--- src/rtl/kv_csa_cpa.sv ---
`default_nettype none
// ============================================================================
//  Module   : kv_csa_cpa
//  Purpose  : Two-stage pipelined carry-propagate adder. Resolves the
//             redundant sum/carry pair from the 3:2 carry-save stage of the
//             f16 MAC datapath into one binary result for the normalisation
//             and rounding logic downstream.
//
//             Stage 1 adds the low half and registers its carry-out.
//             Stage 2 adds the high half plus that carry.
//             No single cycle holds a full-width carry chain.
//
//  Ports    : core_clk    - clock, rising edge
//             core_reset  - synchronous active-high reset
//             in_valid    - input pair present
//             in_ready    - input pair accepted this cycle
//             in_sum      - CSA sum vector, bit i has weight 2^i
//             in_cout     - CSA carry vector, bit i has weight 2^(i+1)
//             in_cin      - carry-in at weight 2^0
//             out_valid   - result present
//             out_ready   - consumer accepts the result
//             out_res     - resolved result, CSA_WIDTH+1 bits
//             out_zero    - out_res == 0
//
//  Params   : CSA_WIDTH   - vector width; must be even and >= 4
//
//  Revision : 1.0 - initial release
// ============================================================================
module kv_csa_cpa #(
    parameter int CSA_WIDTH = 32
) (
    input  logic                 core_clk,
    input  logic                 core_reset,
    input  logic                 in_valid,
    output logic                 in_ready,
    input  logic [CSA_WIDTH-1:0] in_sum,
    input  logic [CSA_WIDTH-1:0] in_cout,
    input  logic                 in_cin,
    output logic                 out_valid,
    input  logic                 out_ready,
    output logic [CSA_WIDTH:0]   out_res,
    output logic                 out_zero
);

    // The low half covers result bits [c_lo_w-1:0]. The high half covers
    // bits [CSA_WIDTH:c_lo_w], which includes the extra top bit.
    localparam int c_lo_w = CSA_WIDTH / 2;
    localparam int c_hi_w = CSA_WIDTH + 1 - c_lo_w;

    // ------------------------------------------------------------------
    // State
    // ------------------------------------------------------------------
    logic                 r_s1_valid;
    logic [c_lo_w-1:0]    r_s1_lo;
    logic                 r_s1_c;
    logic [c_hi_w-1:0]    r_s1_a;
    logic [c_hi_w-1:0]    r_s1_b;

    logic                 r_out_valid;
    logic [CSA_WIDTH:0]   r_out_res;
    logic                 r_out_zero;

    // ------------------------------------------------------------------
    // Handshake
    // ------------------------------------------------------------------
    logic                 w_in_fire;
    logic                 w_s2_load;
    logic                 w_out_fire;

    // The output register can take a new value when it is empty, or when
    // its current value leaves in this same cycle.
    assign w_out_fire = r_out_valid & out_ready;
    assign w_s2_load  = r_s1_valid & (~r_out_valid | out_ready);

    // Stage 1 can accept when it is empty, or when it drains into stage 2
    // in this same cycle. This path is combinational from out_ready because
    // there is no skid buffer.
    assign in_ready   = ~r_s1_valid | w_s2_load;
    assign w_in_fire  = in_valid & in_ready;

    // ------------------------------------------------------------------
    // Stage 1 datapath: low-half addition
    // ------------------------------------------------------------------
    // Carry vector bit i has weight 2^(i+1). Its low c_lo_w-1 bits
    // therefore sit one position up in the low half. in_cout[c_lo_w-1]
    // has weight 2^c_lo_w, so it belongs to the high half.
    logic [c_lo_w:0]      w_lo_sum;
    logic [c_hi_w-1:0]    w_hi_a;
    logic [c_hi_w-1:0]    w_hi_b;

    assign w_lo_sum = {1'b0, in_sum[c_lo_w-1:0]}
                    + {1'b0, in_cout[c_lo_w-2:0], 1'b0}
                    + {{c_lo_w{1'b0}}, in_cin};

    assign w_hi_a   = {1'b0, in_sum[CSA_WIDTH-1:c_lo_w]};
    assign w_hi_b   = in_cout[CSA_WIDTH-1:c_lo_w-1];

    // ------------------------------------------------------------------
    // Stage 2 datapath: high-half addition with the registered carry
    // ------------------------------------------------------------------
    // Any carry out of the top bit is discarded, so the result wraps
    // modulo 2^(CSA_WIDTH+1).
    logic [c_hi_w-1:0]    w_hi_sum;
    logic [CSA_WIDTH:0]   w_res_next;

    assign w_hi_sum   = r_s1_a + r_s1_b + {{(c_hi_w-1){1'b0}}, r_s1_c};
    assign w_res_next = {w_hi_sum, r_s1_lo};

    // ------------------------------------------------------------------
    // Stage 1 registers
    // ------------------------------------------------------------------
    always_ff @(posedge core_clk) begin
        if (core_reset) begin
            r_s1_valid <= 1'b0;
            r_s1_lo    <= '0;
            r_s1_c     <= 1'b0;
            r_s1_a     <= '0;
            r_s1_b     <= '0;
        end else begin
            if (w_in_fire) begin
                r_s1_lo <= w_lo_sum[c_lo_w-1:0];
                r_s1_c  <= w_lo_sum[c_lo_w];
                r_s1_a  <= w_hi_a;
                r_s1_b  <= w_hi_b;
            end

            if (w_in_fire) begin
                r_s1_valid <= 1'b1;
            end else if (w_s2_load) begin
                r_s1_valid <= 1'b0;
            end
        end
    end

    // ------------------------------------------------------------------
    // Output register
    // ------------------------------------------------------------------
    // out_zero is computed from the value being loaded. This keeps the zero
    // flag and the result consistent and keeps the compare off the output.
    always_ff @(posedge core_clk) begin
        if (core_reset) begin
            r_out_valid <= 1'b0;
            r_out_res   <= '0;
            r_out_zero  <= 1'b1;
        end else begin
            if (w_s2_load) begin
                r_out_res  <= w_res_next;
                r_out_zero <= (w_res_next == '0);
            end

            if (w_s2_load) begin
                r_out_valid <= 1'b1;
            end else if (w_out_fire) begin
                r_out_valid <= 1'b0;
            end
        end
    end

    assign out_valid = r_out_valid;
    assign out_res   = r_out_res;
    assign out_zero  = r_out_zero;

endmodule
`default_nettype wire

--- config.mk ---
export PLATFORM = sky130hd
export DESIGN_NAME = kv_csa_cpa
export DESIGN_NICKNAME = d
export VERILOG_FILES = /design/src/rtl/kv_csa_cpa.sv
export SDC_FILE = /design/constraint.sdc
export NUM_CORES = 1
export LEC_CHECK = 0
export BUFFER_PORTS_ARGS = -buffer_cell sky130_fd_sc_hd__buf_2
export CORE_MARGIN = 1.5
export CORE_UTILIZATION = 45
export DETAILED_ROUTE_END_ITERATION = 10
export PLACE_DENSITY = 0.71
export REMOVE_ABC_BUFFERS = 1
export SYNTH_ARGS = -nofsm -noshare
export SYNTH_HDL_FRONTEND = slang
export SYNTH_SLANG_ARGS = --single-unit
--- constraint.sdc ---
create_clock -name core_clk -period 2.6 [get_ports core_clk]
set_input_delay 0.52 -clock core_clk [delete_from_list [all_inputs] [get_ports core_clk]]
set_output_delay 0.52 -clock core_clk [all_outputs]
set_load 0.01 [all_outputs]
==> flow_summary_export.csv, run 1 <==
group,metric,value,unit
run_status,outcome,"finished, violations left",
run_status,violations,"negative setup slack",
routing,route.detailed.drc,0,
timing,finalWorstSetupSlack,-0.373,ns
pwr,ir_drop,0.307,mV
setup_path,rr_worst_depth,10,
timing,finalHoldWorstSlack,0.389,ns
min_path,hold_start,"in_sum[22]",
setup_path,crit_type,"reg -> reg",
finish,instances_no_fill,825,
floorplanning,start_util,46.0,%
global_route,grt_pass1_wl,18.2,mm
cts,cts_tree,"yes",
timing,clock.fmax,336,MHz
global_route,antenna_found_initial,0,
min_path,hold_class,"in -> reg",
timing,tns,-0.405,ns
finish,num-nets-final,790,
placement,dp_cells,805,
timing,slew_headroom,50.3,%
setup_path,cp_data_arrival_time,3.26,ns
synth,synth_edf_count,0,
routing,drtIter0Drc,162,
synth,syn_avg_cell_area,7.80,um2
setup_path,rr_endpoint,"out_zero",
setup_path,required,2.89,ns
placement,dp_hpwl,8.32,mm
finish,fill_cells,910,
routing,wl,11.4,mm
global_route,grtUsageTotal,22.0,%
flow_run,maxCapViolations,0,
setup_path,timing.rr.start,"r_s1_c",
min_path,hold_end,"r_s1_a[6]",
timing,hold_violations,0,
cts,cts.htree.levels,3,
timing,rsz0062_at_grt,"true",
finish,n_antenna_cell,0,
placement,place.gp.congestion,0.872,
routing,routedWlPerCell,13.8,um
timing,finClkSkew,0.00968,ns
floorplanning,rows,36,
synth,synth_area,4450,um2
routing,antenna_left,0,
global_route,use_met1,27.3,%
timing,tightest_slew,0.745,ns
synth,synthFlopType,"dfxtp_1",
cts,clk_pin_slew_worst_paths,0.09,ns
global_route,busiest_layer,"met2",
cts,root_buffer,"clkbuf_8",
global_route,grt_max_degree,42,
timing,timing.final.crit_share,114,%
finish,final_area,5660,um2
global_route,use_met3,4.14,%
setup_path,r2r_slack,-0.37,ns
finish,synthToLayoutAreaGrowth,27.1,%
cts,clockBufferDepth,2,
synth,ys_types,53,
timing,final_max_slew_viol_count,0,
floorplanning,io-pin-count,105,
routing,vias,4304,
placement,port_buffers,104,
synth,synth-seq-cells,86,
setup_path,worstSetupEndpointType,"flop",
global_route,met2_usage,38.5,%
global_route,grt_overflow,0,
synth,async_reset_ff_share,0,%
cts,clk-insertion-delay-late,0.36,ns
pwr,leakage,2.51,nW
routing,dr.pass1.iters,4,
placement,pre_cts_ws,-0.486,ns
routing,viasPerCell,5.22,
cts,cts_buffers,9,
synth,yosysWarnings,0,
setup_path,crit_path_start_kind,"flop",
synth,ys_seq_area_share,38.7,%
setup_path,worstPathMaxFanout,2,
cts,cts.sinks,86,
timing,setup_violations,2,
pwr,cellPowerDensity,588,nW/um2
timing,min_period,2.97,ns
floorplanning,die_area,10500,um2
placement,place_area,5270,um2
min_path,holdPathStages,3,
global_route,grt_pass1_vias,4104,
floorplanning,die_w,102,um
floorplanning,die_h,102,um
finish,drive_gt1_share,25.1,%
floorplanning,core,9680,um2
synth,synth_cells,571,
==> metrics by stage <==
step	power (mW)	util (%)
global placement	2.09	54.4
global route	3.49	58.5
CTS	3.33	57.8
detailed placement	2.10	54.4
finish	3.33	58.5
floorplan	1.85	-
==> how the worst max path moves through the flow <==
stage | from | end | slack (ns) | cells after the start
6_report | r_s1_c | out_zero | -0.37 | 10
5_1_grt | r_s1_c | out_zero | -0.51 | 11
4_1_cts | r_s1_c | out_zero | -0.29 | 11
3_5_place_dp | r_s1_c | out_zero | -0.49 | 10
3_3_place_gp | r_s1_c | out_zero | -0.33 | 11
2_1_floorplan | out_ready | r_s1_c | -0.24 | 5
==> layout make-up <==
class,count,area (um2),share of cell area [%]
Clock buffer,10,128,2.25
Multi-Input combinational cell,449,2690,47.6
Sequential cell,86,1720,30.4
Tap cell,133,166,2.94
Inverter,8,30.0,0.530
Clock inverter,6,134,2.36
Timing Repair Buffer,133,788,13.9
==> sequential cells by signal (all words and copies together) (netlist names) <==
| name | count |
|---|---|
| r_s1_c | 1 |
| r_s1_valid | 1 |
| out_zero | 1 |
| r_s1_a | 16 |
| out_res | 33 |
| r_s1_lo | 16 |
| out_valid | 1 |
| r_s1_b | 17 |
==> cell usage in the layout, fill, tap and decap left out, types with 7 or more instances in the layout <==
master    count
a21o_1        8
o21ai_0      12
xnor2_1      11
buf_4        25
dfxtp_1      85
ha_1         31
o21a_1        9
clkbuf_8      9
nand2_1     141
a211oi_1      7
xor2_1        8
buf_2       104
nor2_1       40
a21oi_1      93
inv_1         8
==> logic make-up (layout without fill, tap and decap cells) <==
logic type	after synthesis	after routing	synth area share [%]
adder cells (fa/ha/maj)	34	34	10.1
XOR/XNOR	22	22	4.33
AO/OA/AOI/OAI	160	160	21.2
multiplexers	1	1	0.225
AND/OR/NAND/NOR	232	232	22.5
buffers and inverters	36	157	3.03
flip-flops	86	86	38.7
==> layer usage <==
metal / vias up / routed length [um]
met2: 93 / 5750
met5: - / 0
met1: 2000 / 5080
met3: 12 / 412
li1: 2199 / -
met4: 0 / 174
==> power breakdown <==
| group | leakage, nW | internal (mW) | total, mW | switching (mW) |
|---|---|---|---|---|
| clock | 0.130 | 0.736 | 1.22 | 0.486 |
| sequential | 0.706 | 1.40 | 1.45 | 0.0524 |
| combinational | 1.68 | 0.296 | 0.658 | 0.362 |
==> synthesized netlist by cell type, drive strengths merged, types with 5 or more instances <==
cell	count	share of area, %
ha	31	8.7
nor2	44	3.8
o21a	9	1.5
inv	8	0.67
a21o	9	1.5
xor2	9	1.8
a21oi	100	11
clkbuf	27	2.3
or3	5	0.70
nand4	5	0.70
xnor2	13	2.6
a31oi	5	0.84
a211oi	8	1.5
nand3	5	0.56
nand2	141	12
o21ai	16	1.9
dfxtp	86	39
nor3	5	0.56
==> repair_timing <==
action	CTS	global route
hold buffers	0	0
resized for setup	6	13
setup endpoints to repair	4	6
setup buffers	5	3
hold endpoints to repair	0	0
gates cloned	0	0
pin swaps	3	6
==> worst max-delay path: stages, from the launching register on <==
cell and delay, ns:
dfxtp_2 0.34, fa_2 0.40, fa_2 0.36, a211oi_2 0.23
nor2_1 0.11, xnor2_1 0.18, nor4bb_2 0.36, and4b_1 0.25
nand4_1 0.11, or4_1 0.42, o21ai_1 0.13
Note: power is estimated with default switching activity, not from simulation.
==> run 2, diff against run 1 <==
Settings changed: CELL_PAD_IN_SITES_DETAIL_PLACEMENT set to 1, CELL_PAD_IN_SITES_GLOBAL_PLACEMENT set to 1, CORE_UTILIZATION 45 to 35, PLACE_DENSITY 0.71 to 0.76.
==> run 2 against run 1 <==
Effect of this change: core utilization down 12 points; highest routed layer unchanged; the run still ends with negative setup slack left; critical path type unchanged; clock-buffer cell count down 1; routed wire length up 17%; design area up 1.8%; clock power up 17%; largest power group unchanged.
==> flow_summary_export.csv, run 2 (same netlist as run 1, synthesis figures left out) <==
group,metric,value,unit
routing,vias,4378,
setup_path,timing.rr.start,"r_s1_a[0]",
finish,multi_input_area,2680,um2
placement,place_area,5330,um2
finish,final_common_cell,"nand2_1",
pwr,ir_drop,0.313,mV
floorplanning,die_area,13400,um2
floorplanning,io-pin-count,105,
finish,num-nets-final,797,
placement,place.gp.congestion,0.825,
placement,dp_hpwl,9.84,mm
placement,port_buffers,104,
min_path,hold_class,"in -> reg",
floorplanning,core,12500,um2
setup_path,critPathMaxStageDelay,0.49,ns
global_route,grtUsageTotal,20.7,%
setup_path,worstPathMaxFanout,3,
floorplanning,die_w,116,um
finish,largest_reg_flops,33,
routing,routedWlPerCell,15.3,um
global_route,grt_max_degree,36,
timing,hold_violations,0,
routing,antenna_left,0,
setup_path,worstSetupEndpointType,"flop",
timing,tightest_slew,0.608,ns
global_route,grt_overflow,0,
setup_path,crit_buf_inv,1,
floorplanning,die_h,116,um
setup_path,crit_path_start_kind,"flop",
min_path,hold_start,"in_sum[27]",
cts,clk_pin_slew_worst_paths,0.07,ns
pwr,total_power,3.55,mW
routing,drtIter0Drc,142,
timing,rsz0062_at_grt,"true",
timing,setup_violations,3,
routing,wl,13.3,mm
routing,dr.pass1.iters,4,
finish,most-common-layout-cells,"140 x nand2_1, 104 x buf_2, 94 x a21oi_1, 85 x dfxtp_1, 40 x nor2_1",
cts,root_buffer,"clkbuf_16",
cts,cts.htree.levels,3,
finish,synthToLayoutAreaGrowth,29.5,%
timing,clock.fmax,341,MHz
timing,finalWorstSetupSlack,-0.337,ns
timing,min_period,2.94,ns
setup_path,crit_top_cell,"fa_2",
floorplanning,start_util,35.6,%
routing,viasPerCell,5.02,
cts,cts.sinks,86,
global_route,antenna_found_initial,1,
pwr,leakage,2.55,nW
run_status,violations,"negative setup slack",
timing,timing.final.crit_share,113,%
cts,hold_buffers,0,
timing,slew_headroom,59.5,%
setup_path,path_cells,"fa_2 > fa_2 > a211oi_2 > buf_4 > o21ai_4 > a21oi_1 > a31oi_1 > xnor2_1 > nand2_1 > or4_1 > o21ai_1",
global_route,grt_pass1_wl,22.0,mm
run_status,outcome,"finished, violations left",
setup_path,crit_type,"reg -> reg",
setup_path,cp_top_family,"adder cells",
finish,final-seq-area,1720,um2
setup_path,cpMaxStageDelayCell,"or4_1",
cts,clockBufferDepth,2,
timing,finClkSkew,0.0103,ns
finish,final_area,5770,um2
routing,route.detailed.drc,0,
finish,drive_gt1_share,25.8,%
flow_run,maxCapViolations,0,
cts,cts_tree,"yes",
cts,cts_buffers,9,
setup_path,crit_start,"r_s1_a[0]",
setup_path,required,2.87,ns
global_route,grt_pass1_vias,4569,
pwr,cellPowerDensity,616,nW/um2
timing,final_max_slew_viol_count,0,
finish,fill_cells,1603,
setup_path,cp_data_arrival_time,3.21,ns
cts,clk-insertion-delay-late,0.34,ns
floorplanning,rows,41,
[run 2: power breakdown]
part	internal, mW	switching (mW)
Sequential	1.40	0.0558
Clock	0.856	0.572
Combinational	0.297	0.375
Total	2.55	1.00
[run 2: per-stage QoR]
| stage | util [%] | instances | setup slack (ns) | TNS [ns] | hold WS (ns) |
|---|---|---|---|---|---|
| after CTS | 45.5 | 869 | -0.317 | -0.317 | 0.411 |
| final | 46.1 | 872 | -0.337 | -0.381 | 0.414 |
| after global routing | 46.1 | 872 | -0.525 | -1.03 | 0.422 |
| after global placement | 42.6 | 850 | -0.365 | -0.441 | 0.442 |
| after floorplan | - | 543 | -0.244 | -5.90 | 0.434 |
| after detailed placement | 42.6 | 850 | -0.503 | -0.939 | 0.447 |
[run 2: tightest hold or removal path: stages]
cell,delay (ns)
buf_2,0.09
nand2_1,0.05
a21oi_1,0.05
[run 2: metal layers]
layer	up-vias	part of all wire (%)	GRT usage [%]
met5	-	0	0
met4	0	1.1	6.02
met3	12	3.0	3.14
met2	71	49	34.9
met1	2073	47	27.4
li1	2222	-	-
[run 2: worst paths after layout]
path                               endpoint  cells after the start  slack [ns]
worst max-delay path               out_zero                     11       -0.34
worst min-delay path             r_s1_a[11]                      3        0.41
worst max register to register     out_zero                     11       -0.34
worst min register to register  out_res[11]                      2        0.46
[run 2: layout make-up]
class	instances	share of cell area (%)
well taps	172	3.73
clock buffers	9	3.91
flip-flops and latches	86	29.9
diodes	1	0.0434
repair buffers	140	13.7
multi-input cells	449	46.4
inverters	8	0.521
clock inverters	7	1.78
[run 2: what timing repair did]
| action | CTS | global route |
|---|---|---|
| pin swaps | 4 | 8 |
| gates resized for setup | 4 | 12 |
| setup buffers | 3 | 2 |
| endpoints found under the setup margin | 6 | 7 |
==> run 3, diff against run 2 <==
Settings changed: SETUP_SLACK_MARGIN set to 0.1.
==> run 3 against run 2 <==
Effect of this change: the flow still finishes with violations (negative setup slack); sequential share of layout area shrank 0.35 points; register-to-register slack is essentially flat; sequential power is essentially flat; combinational power grew 2%; first-iteration DRC count grew 8.5%; maximum frequency grew 0.31%; via count grew 0.80%; clock power is essentially flat; worst setup slack gained 0.0090 ns; core utilization grew 0.55 points.
==> flow_summary_export.csv, run 3 (same netlist as run 1, synthesis figures left out) <==
group,metric,value,unit
timing,rsz0062_at_grt,"true",
floorplanning,rows,41,
finish,drive_gt1_share,27.2,%
timing,clock.fmax,342,MHz
cts,hold_buffers,0,
cts,cts.htree.levels,3,
cts,root_buffer,"clkbuf_16",
timing,finalWorstSetupSlack,-0.328,ns
pwr,ir_drop,0.314,mV
routing,viasPerCell,5.05,
floorplanning,start_util,35.6,%
routing,vias,4413,
finish,num-nets-final,799,
setup_path,cp_data_arrival_time,3.20,ns
global_route,grt_max_degree,36,
global_route,grt_overflow,0,
setup_path,rr_worst_depth,11,
global_route,use_met1,27.3,%
timing,min_period,2.93,ns
cts,cts_buffers,9,
floorplanning,die_w,116,um
floorplanning,io-pin-count,105,
pwr,leakage,2.57,nW
timing,finClkSkew,0.0106,ns
global_route,met2_usage,35.0,%
flow_run,maxCapViolations,0,
placement,port_buffers,104,
floorplanning,core,12500,um2
timing,timing.final.crit_share,113,%
routing,dr.pass1.iters,4,
routing,drtIter0Drc,154,
placement,dp_hpwl,9.84,mm
setup_path,crit_type,"reg -> reg",
placement,place_area,5330,um2
cts,cts_tree,"yes",
setup_path,crit_path_start_kind,"flop",
timing,slew_headroom,59.3,%
cts,clk_pin_slew_worst_paths,0.07,ns
floorplanning,die_area,13400,um2
finish,utilization,46.6,%
routing,wl,13.5,mm
timing,setup_violations,3,
run_status,outcome,"finished, violations left",
global_route,grt_pass1_vias,4586,
cts,cts.sinks,86,
timing,tightest_slew,0.610,ns
cts,clockBufferDepth,2,
global_route,grtUsageTotal,20.7,%
placement,place.gp.congestion,0.825,
setup_path,worstSetupEndpointType,"flop",
timing,hold_violations,0,
global_route,use_met3,3.19,%
floorplanning,die_h,116,um
global_route,busiest_layer,"met2",
min_path,hold_class,"in -> reg",
timing,tns,-0.387,ns
finish,fill_cells,1607,
routing,antenna_left,0,
run_status,violations,"negative setup slack",
finish,synthToLayoutAreaGrowth,31.0,%
global_route,grt_pass1_wl,22.0,mm
routing,routedWlPerCell,15.4,um
cts,clk-insertion-delay-late,0.35,ns
finish,most-common-layout-cells,"138 x nand2_1, 104 x buf_2, 90 x a21oi_1, 85 x dfxtp_1, 40 x nor2_1",
finish,final_area,5840,um2
global_route,antenna_found_initial,1,
timing,finalHoldWorstSlack,0.414,ns
routing,route.detailed.drc,0,
min_path,holdPathStages,3,
finish,largest_reg_flops,33,
pwr,cellPowerDensity,611,nW/um2
setup_path,required,2.87,ns
placement,pre_cts_ws,-0.503,ns
finish,final_common_cell,"nand2_1",
setup_path,worstPathMaxFanout,3,
timing,final_max_slew_viol_count,0,
## run 3: worst paths after layout
| kind | from | end | slack, ns |
|---|---|---|---|
| setup / recovery | r_s1_a[0] | out_zero | -0.33 |
| hold / removal | in_sum[29] | r_s1_a[13] | 0.41 |
| setup reg to reg | r_s1_a[0] | out_zero | -0.33 |
| hold reg to reg | out_res[11] | out_res[11] | 0.45 |
## run 3: report_power, final
part           switching, mW  internal (mW)
clock                  0.572          0.856
combinational          0.381          0.304
sequential            0.0559           1.40
total                   1.01           2.56
## run 3: metal layers
metal | wire length [um] | vias to the layer above
met5 | 0 | -
met4 | 179 | 0
met3 | 381 | 17
met2 | 6590 | 82
met1 | 6300 | 2090
li1 | - | 2224
## run 3: repair_timing
item | in CTS | in global routing
pin swaps | 6 | 13
endpoints found under the hold margin | 0 | 0
endpoints found under the setup margin | 9 | 7
resized for setup | 8 | 21
setup buffers | 6 | 3
## run 3: through the flow
step / instances / power [mW]
2_1_floorplan: 543 / 1.85
3_3_place_gp: 850 / 2.10
3_5_place_dp: 850 / 2.13
4_1_cts: 871 / 3.58
5_1_grt: 874 / 3.73
6_report: 874 / 3.57
## run 3: layout make-up
| type | count | area (um2) | area share (%) |
|---|---|---|---|
| clock buffer | 9 | 225 | 3.86 |
| timing repair buffer | 142 | 813 | 13.9 |
| clock inverter | 7 | 103 | 1.76 |
| tap | 172 | 215 | 3.69 |
| multi-input combinational | 449 | 2720 | 46.7 |
| antenna | 1 | 2.50 | 0.0429 |
| inverter | 8 | 30.0 | 0.515 |
| sequential | 86 | 1720 | 29.5 |
## run 3: worst max-delay path, stage by stage (launching register included)
cell and delay, ns:
dfxtp_2 0.33, fa_2 0.42, fa_2 0.38, a211oi_2 0.23
buf_4 0.17, o21ai_4 0.07, a21oi_2 0.19, xor2_1 0.19
and4b_1 0.20, nand4_1 0.11, or4_1 0.43, o21ai_1 0.14
